### src/rtl/async_fifo_wr_status_if.sv
// Write-side status bundle of an async FIFO: pointers and request in,
// full, accept, level and error flags out.
interface async_fifo_wr_status_if #(
  parameter int unsigned COUNTER_BITS = 4
);

  logic [COUNTER_BITS-1:0] rd_gcode_ptr_async;
  logic [COUNTER_BITS-1:0] wr_gcode_ptr;
  logic                    wr_req;
  logic                    wr_incr;
  logic                    wr_full;
  logic                    wr_almost_full;
  logic [COUNTER_BITS-1:0] wr_level;
  logic                    wr_overflow;

  // Status block side
  modport slave (
    input  rd_gcode_ptr_async,
    input  wr_gcode_ptr,
    input  wr_req,
    output wr_incr,
    output wr_full,
    output wr_almost_full,
    output wr_level,
    output wr_overflow
  );

  // Producer / pointer-counter side
  modport master (
    output rd_gcode_ptr_async,
    output wr_gcode_ptr,
    output wr_req,
    input  wr_incr,
    input  wr_full,
    input  wr_almost_full,
    input  wr_level,
    input  wr_overflow
  );

endinterface

### src/rtl/async_fifo_wr_status.sv
// Write-domain status for an async FIFO: synchronizes the read gray pointer,
// derives full/accept combinationally and level/almost-full/overflow registered.
module async_fifo_wr_status #(
  parameter int unsigned COUNTER_BITS = 4,
  parameter int unsigned SYNC_STAGES  = 2,
  parameter int unsigned AFULL_THRESH = 6
) (
  input  logic                  clk,
  input  logic                  reset,
  async_fifo_wr_status_if.slave bus
);

  localparam int unsigned DEPTH = 1 << (COUNTER_BITS - 1);
  localparam int unsigned MSB   = COUNTER_BITS - 1;
  // Inverting the two MSBs of a gray pointer yields the pointer one full lap ahead
  localparam logic [COUNTER_BITS-1:0] FULL_MASK = {2'b11, {(COUNTER_BITS-2){1'b0}}};

  if (SYNC_STAGES < 2) begin : g_chk_sync
    $error("async_fifo_wr_status: SYNC_STAGES must be at least 2");
  end
  if (COUNTER_BITS < 3) begin : g_chk_bits
    $error("async_fifo_wr_status: COUNTER_BITS must be at least 3");
  end
  if ((AFULL_THRESH < 1) || (AFULL_THRESH > DEPTH)) begin : g_chk_afull
    $error("async_fifo_wr_status: AFULL_THRESH must be within 1..DEPTH");
  end

  function automatic logic [COUNTER_BITS-1:0] gray2bin(input logic [COUNTER_BITS-1:0] g);
    logic [COUNTER_BITS-1:0] b;
    b[MSB] = g[MSB];
    for (int i = int'(MSB) - 1; i >= 0; i--) begin
      b[i] = b[i+1] ^ g[i];
    end
    return b;
  endfunction

  logic [SYNC_STAGES-1:0][COUNTER_BITS-1:0] r_rd_sync;
  logic [COUNTER_BITS-1:0]                  r_level;
  logic                                     r_almost_full;
  logic                                     r_overflow;

  logic [COUNTER_BITS-1:0] w_rd_sync;
  logic [COUNTER_BITS-1:0] w_rd_bin;
  logic [COUNTER_BITS-1:0] w_wr_bin;
  logic [COUNTER_BITS-1:0] w_occupancy;
  logic                    w_full;
  logic                    w_incr;

  // Only entry point for the foreign-domain read pointer
  always_ff @(posedge clk or posedge reset) begin
    if (reset) begin
      r_rd_sync <= '0;
    end else begin
      r_rd_sync <= {r_rd_sync[SYNC_STAGES-2:0], bus.rd_gcode_ptr_async};
    end
  end

  assign w_rd_sync   = r_rd_sync[SYNC_STAGES-1];
  assign w_rd_bin    = gray2bin(w_rd_sync);
  assign w_wr_bin    = gray2bin(bus.wr_gcode_ptr);
  assign w_occupancy = w_wr_bin - w_rd_bin;

  // Lagging synchronized read pointer can only make full pessimistic
  assign w_full = (bus.wr_gcode_ptr == (w_rd_sync ^ FULL_MASK));
  assign w_incr = bus.wr_req & ~w_full;

  always_ff @(posedge clk or posedge reset) begin
    if (reset) begin
      r_level       <= '0;
      r_almost_full <= 1'b0;
      r_overflow    <= 1'b0;
    end else begin
      r_level       <= w_occupancy;
      r_almost_full <= (w_occupancy >= COUNTER_BITS'(AFULL_THRESH));
      if (bus.wr_req && w_full) begin
        r_overflow <= 1'b1;
      end
    end
  end

  assign bus.wr_full        = w_full;
  assign bus.wr_incr        = w_incr;
  assign bus.wr_level       = r_level;
  assign bus.wr_almost_full = r_almost_full;
  assign bus.wr_overflow    = r_overflow;

endmodule

### src/flat_wrapper.sv
// flat-port wrapper written by rule: the top's interface ports become plain ports
module async_fifo_wr_status_flat 
#(
  parameter int unsigned COUNTER_BITS = 4,
  parameter int unsigned SYNC_STAGES  = 2,
  parameter int unsigned AFULL_THRESH = 6
)
  (clk, reset, bus_rd_gcode_ptr_async, bus_wr_gcode_ptr, bus_wr_req, bus_wr_incr, bus_wr_full, bus_wr_almost_full, bus_wr_level, bus_wr_overflow);
  async_fifo_wr_status_if #(.COUNTER_BITS(COUNTER_BITS)) bus_i ();
  input  logic clk;
  input  logic reset;
  input wire logic [$bits(bus_i.rd_gcode_ptr_async)-1:0] bus_rd_gcode_ptr_async;
  input wire logic [$bits(bus_i.wr_gcode_ptr)-1:0] bus_wr_gcode_ptr;
  input wire logic [$bits(bus_i.wr_req)-1:0] bus_wr_req;
  output wire logic [$bits(bus_i.wr_incr)-1:0] bus_wr_incr;
  output wire logic [$bits(bus_i.wr_full)-1:0] bus_wr_full;
  output wire logic [$bits(bus_i.wr_almost_full)-1:0] bus_wr_almost_full;
  output wire logic [$bits(bus_i.wr_level)-1:0] bus_wr_level;
  output wire logic [$bits(bus_i.wr_overflow)-1:0] bus_wr_overflow;
  assign bus_i.rd_gcode_ptr_async = bus_rd_gcode_ptr_async;
  assign bus_i.wr_gcode_ptr = bus_wr_gcode_ptr;
  assign bus_i.wr_req = bus_wr_req;
  assign bus_wr_incr = bus_i.wr_incr;
  assign bus_wr_full = bus_i.wr_full;
  assign bus_wr_almost_full = bus_i.wr_almost_full;
  assign bus_wr_level = bus_i.wr_level;
  assign bus_wr_overflow = bus_i.wr_overflow;
  async_fifo_wr_status #(.COUNTER_BITS(COUNTER_BITS), .SYNC_STAGES(SYNC_STAGES), .AFULL_THRESH(AFULL_THRESH)) u_core (.clk(clk), .reset(reset), .bus(bus_i));
endmodule
### config.mk
export PLATFORM = sky130hd
export DESIGN_NAME = async_fifo_wr_status_flat
export DESIGN_NICKNAME = d
export VERILOG_FILES = /design/src/rtl/async_fifo_wr_status_if.sv /design/src/rtl/async_fifo_wr_status.sv /design/src/flat_wrapper.sv
export SDC_FILE = /design/constraint.sdc
export NUM_CORES = 1
export LEC_CHECK = 0
export ABC_AREA = 1
export CORE_MARGIN = 1
export CORE_UTILIZATION = 35
export DETAILED_ROUTE_END_ITERATION = 7
export HOLD_SLACK_MARGIN = 0.08
export PLACE_DENSITY = 0.58
export SETUP_SLACK_MARGIN = 0.02
export SYNTH_ARGS = -nofsm -noshare
export SYNTH_HDL_FRONTEND = slang
export SYNTH_SLANG_ARGS = --single-unit
### constraint.sdc
create_clock -name clk -period 3.65 [get_ports clk]
set_input_delay 0.73 -clock clk [delete_from_list [all_inputs] [get_ports clk]]
set_output_delay 0.73 -clock clk [all_outputs]
set_load 0.005 [all_outputs]
# Word-level counts from Yosys, hierarchy flattened
# Cells that the tools add are included.
[word_totals]
ff_bits = 14
inputBits = 11
output_inout_bits = 8
wordCells = 18
[classes]
addsub = 1
order_cmp = 1
n_eq_ne = 1
bitwise = 9
n_reduce_logical = 1
[op_table]
columns = ["operator", "count"]
rows = [
  ["$xor A1 B1 Y1", 6],
  ["$eq A4 B4 Y1", 1],
  ["$ge A4 B3 Y1 const B", 1],
  ["$sub A4 B4 Y4", 1],
  ["$not A2 Y2", 1],
  ["$and A1 B1 Y1", 1],
  ["$logic_and A1 B1 Y1", 1],
  ["$not A1 Y1", 1],
]

# Depth between registers and ports, before layout
[logic_depth]
word_depth = 5
depth_mapped = 13
mapped_depth_nobuf = 13

# Worst setup path after synthesis
# OpenSTA, ideal clock, no wires.
[synth_path]
path_type = "input -> output"
from = "input bus_wr_gcode_ptr[1]"
to = "output bus_wr_incr"
arrival_time_ps = 1313
required_ps = 2920
path_slack_ps = 1607
path_stages = 3
path_buffers = 0
cell_sequence = "xor2_1 > nor4_2 > nor2_1"
[synth_between]
elab_chain_len = 3
[synth_rtl]
columns = ["element", "line_no", "text"]
rows = [
  ["start, declared", "flat_wrapper.sv:13", "input wire logic [$bits(bus_i.wr_gcode_ptr)-1:0] bus_wr_gcode_ptr;"],
  ["$eq A4 B4 Y1", "async_fifo_wr_status.sv:64", "assign w_full = (bus.wr_gcode_ptr == (w_rd_sync ^ FULL_MASK));"],
  ["net bus_wr_full", "flat_wrapper.sv:16", "output wire logic [$bits(bus_i.wr_full)-1:0] bus_wr_full;"],
  ["$not A1 Y1", "async_fifo_wr_status.sv:65", "assign w_incr = bus.wr_req & ~w_full;"],
  ["$and A1 B1 Y1", "async_fifo_wr_status.sv:65", ""],
  ["end, declared", "flat_wrapper.sv:15", "output wire logic [$bits(bus_i.wr_incr)-1:0] bus_wr_incr;"],
]
# The timed path passes the listed nets, and every way through them passes these cells.

# Worst setup path after layout
[layout_path]
from = "input bus_wr_gcode_ptr[3]"
to = "output bus_wr_full"
[layout_between]
elab_chain_len = 1
[layout_rtl]
columns = ["element", "line_no"]
rows = [
  ["$eq A4 B4 Y1", "async_fifo_wr_status.sv:64"],
  ["end, declared", "flat_wrapper.sv:16"],
]
# No other way between the ends.

==> impl_metrics.csv <==
group,metric,value,unit
worst_hold_path,hold_path_end,"u_core.w_rd_sync[1]$_DFF_PP0_",
synth,ys_seq_elements,14,
sta,post-route-min-period,3100,ps
synth,ys_types,12,
synth,synth.area.top_cells,"dfrtp_1, nand2_1, inv_1, nand3_1, ha_1",
synth,synth_edf_count,0,
grt,gr-total-overflow,0,
sta,relSlewSlack,0.670,
clocking,insertion_delay,260,ps
power,power_density,403,mW/mm²
power,ir_drop,0.320,mV
routing,top_layer,"met3",
worst_hold_path,hold_path_startpoint,"u_core.r_rd_sync[1]$_DFF_PP0_",
sta,fin_skew,0.632,ps
synth,syn_inst,80,
placement,pre_cts_ws,534,ps
placement,portBuffers,18,
clocking,hold_buffers,0,
die,initial_core_util,0.385,
sta,timing.hold.ws,350,ps
synth,post-synth-top-count-cell,"nand2_1",
die,die_w,46.5,µm
sta,fin_ws,548,ps
routing,wl_per_cell,9.63,µm
clocking,cts_resized,0,
synth,yosys_warnings,0,
setup_path,worst-r2r-cell-count,12,
routing,dr.pass1.iters,4,
power,power,374,µW
sta,worst_slew_pin_slew,495,ps
worst_hold_path,hold_path.class,"reg -> reg",
cells_and_area,finalNetCount,117,
sta,hold_viol_final,0,
cells_and_area,drive_gt1_frac,0.0792,
clocking,cts_buffers,3,
grt,grt_max_degree,15,
job,cap_violations,0,
cells_and_area,stdcell_count,126,
clocking,postCtsSetupRepairBufs,0,
clocking,clock_path_buffers,2,
outcome,outcome,"finished, final reports clean",
synth,synth_top_area_frac,0.505,
sta,rsz0062_at_grt,"false",
synth,syn-num-nets,94,
synth,synth.avg_cell_area,8.68,µm²
routing,vias,532,
routing,wl_met2,634,µm
sta,period_share,0.850,
setup_path,worstPathArrival,2370,ps
grt,grt_pass1_vias,504,
cells_and_area,final_core_util,0.515,
clocking,clk_pin_slew,70,ps
die,ios,19,
setup_path,r2r_end,"u_core.bus.wr_almost_full$_DFF_PP0_",
clocking,cts_sinks,14,
die,rows,15,
routing,routed_via_density,4.22,
die,core-area,0.00180,mm²
placement,post-place-cells,123,
placement,dp_hpwl,1.04,mm
clocking,cts_root_buffer,"clkbuf_4",
routing,drt_iter0_markers,4,
placement,gp_congestion,0.737,
sta,fmax,0.322,GHz
cells_and_area,final_area,928,µm²
die,die_area,0.00217,mm²
setup_path,criticalPathCategory,"in -> out",
routing,route.detailed.drc,0,
sta,finalMaxSlewViolations,0,
routing,wl_met1,546,µm
worst_hold_path,hold_path_depth,0,
synth,dominantRegCellSynth,"dfrtp_1",
sta,tns,0,ps
grt,grt_pass1_wl,1.95,mm
grt,antenna_found_initial,0,
synth,netlist_area,694,µm²
setup_path,cp-end-kind,"primary output",
setup_path,cp.required,2920,ps
clocking,cts_tree,"done",
routing,route.met3.wl,33,µm
clocking,cts_htree_levels,1,
routing,drt_wl_total,1.21,mm
cells_and_area,area_delta_synth_final,33.7,%
setup_path,reg2reg_slack,1860,ps
routing,ant_nets,0,
synth,ys_seq_area_frac,0.505,
cells_and_area,antenna_cells,0,
synth,synth_top_area_cell,"dfrtp_1",
power,p_leak,0.475,nW
setup_path,worst_setup_path_start_kind,"input pin",
setup_path,r2r_start,"u_core.w_rd_sync[2]$_DFF_PP0_",
die,die_h,46.5,µm
setup_path,worstPathMaxFanout,4,
synth,synth.top_cells.by_count,"nand2_1, inv_1, dfrtp_1, nand3_1",
grt,grt_use_total,0.134,
synth,ys_async_sr_fraction,1.00,
sta,setup_viol,0,
placement,placed_cell_area,906,µm²
[cell usage in the layout (no fill, tap or decap)]
cell	netlist	final
ha_1	3	3
nand2_1	21	21
clkdlybuf4s50_1	0	18
nand3_1	10	10
dfrtp_1	14	14
inv_1	17	17
clkbuf_4	0	3
nand2_2	3	3
nand3_2	1	1
xor2_1	3	3
nor2_1	2	2
xnor2_1	3	3
nor4_2	1	1
and2_1	2	2
[metal layers]
layer,up-vias,global-route usage
li1,286,-
met1,237,0.152
met2,9,0.228
met3,0,0.0353
met4,0,0.0706
met5,-,0
[power breakdown]
group          switching (mW)  internal (mW)  total [mW]
logic                  0.0524         0.0632       0.116
registers             0.00692          0.175       0.182
clock network          0.0389         0.0380      0.0769
total                  0.0982          0.276       0.374
[registers in the layout, indices dropped and copies added, names as in the netlist]
signal	count
u_core.bus.wr_level	4
u_core.r_rd_sync	4
u_core.w_rd_sync	4
u_core.bus.wr_almost_full	1
u_core.bus.wr_overflow	1
[area by class of cell]
type | count | area [µm²]
fill | 173 | 873
sequential | 14 | 350
multi-input combinational | 49 | 280
timing repair buffer | 18 | 180
inverter | 17 | 63.8
tap | 25 | 31.3
clock buffer | 3 | 22.5
[critical path, cell delays in order]
cell and delay [ps]:
clkdlybuf4s50_1 550, xor2_1 200, inv_1 90, nor4_2 240, clkdlybuf4s50_1 570
[cell families (layout without fill, tap and decap cells)]
logic type / after synthesis / after routing / share of synthesized area
flip-flops: 14 / 14 / 0.505
AND/OR/NAND/NOR: 40 / 40 / 0.274
adder cells (fa/ha/maj): 3 / 3 / 0.0541
buffers and inverters: 17 / 38 / 0.0919
XOR/XNOR: 6 / 6 / 0.0757
[worst max path at each step]
stage	from	end	slack [ps]	cells after the start
finish	bus_wr_gcode_ptr[3]	bus_wr_full	550	5
global route	bus_wr_gcode_ptr[3]	bus_wr_full	440	5
floorplan	bus_wr_gcode_ptr[1]	bus_wr_incr	1610	3
detailed placement	bus_wr_gcode_ptr[3]	bus_wr_full	530	5
CTS	bus_wr_gcode_ptr[3]	bus_wr_full	530	5
global placement	bus_wr_gcode_ptr[3]	bus_wr_full	600	5
Note: power is estimated with default switching activity, not from simulation.
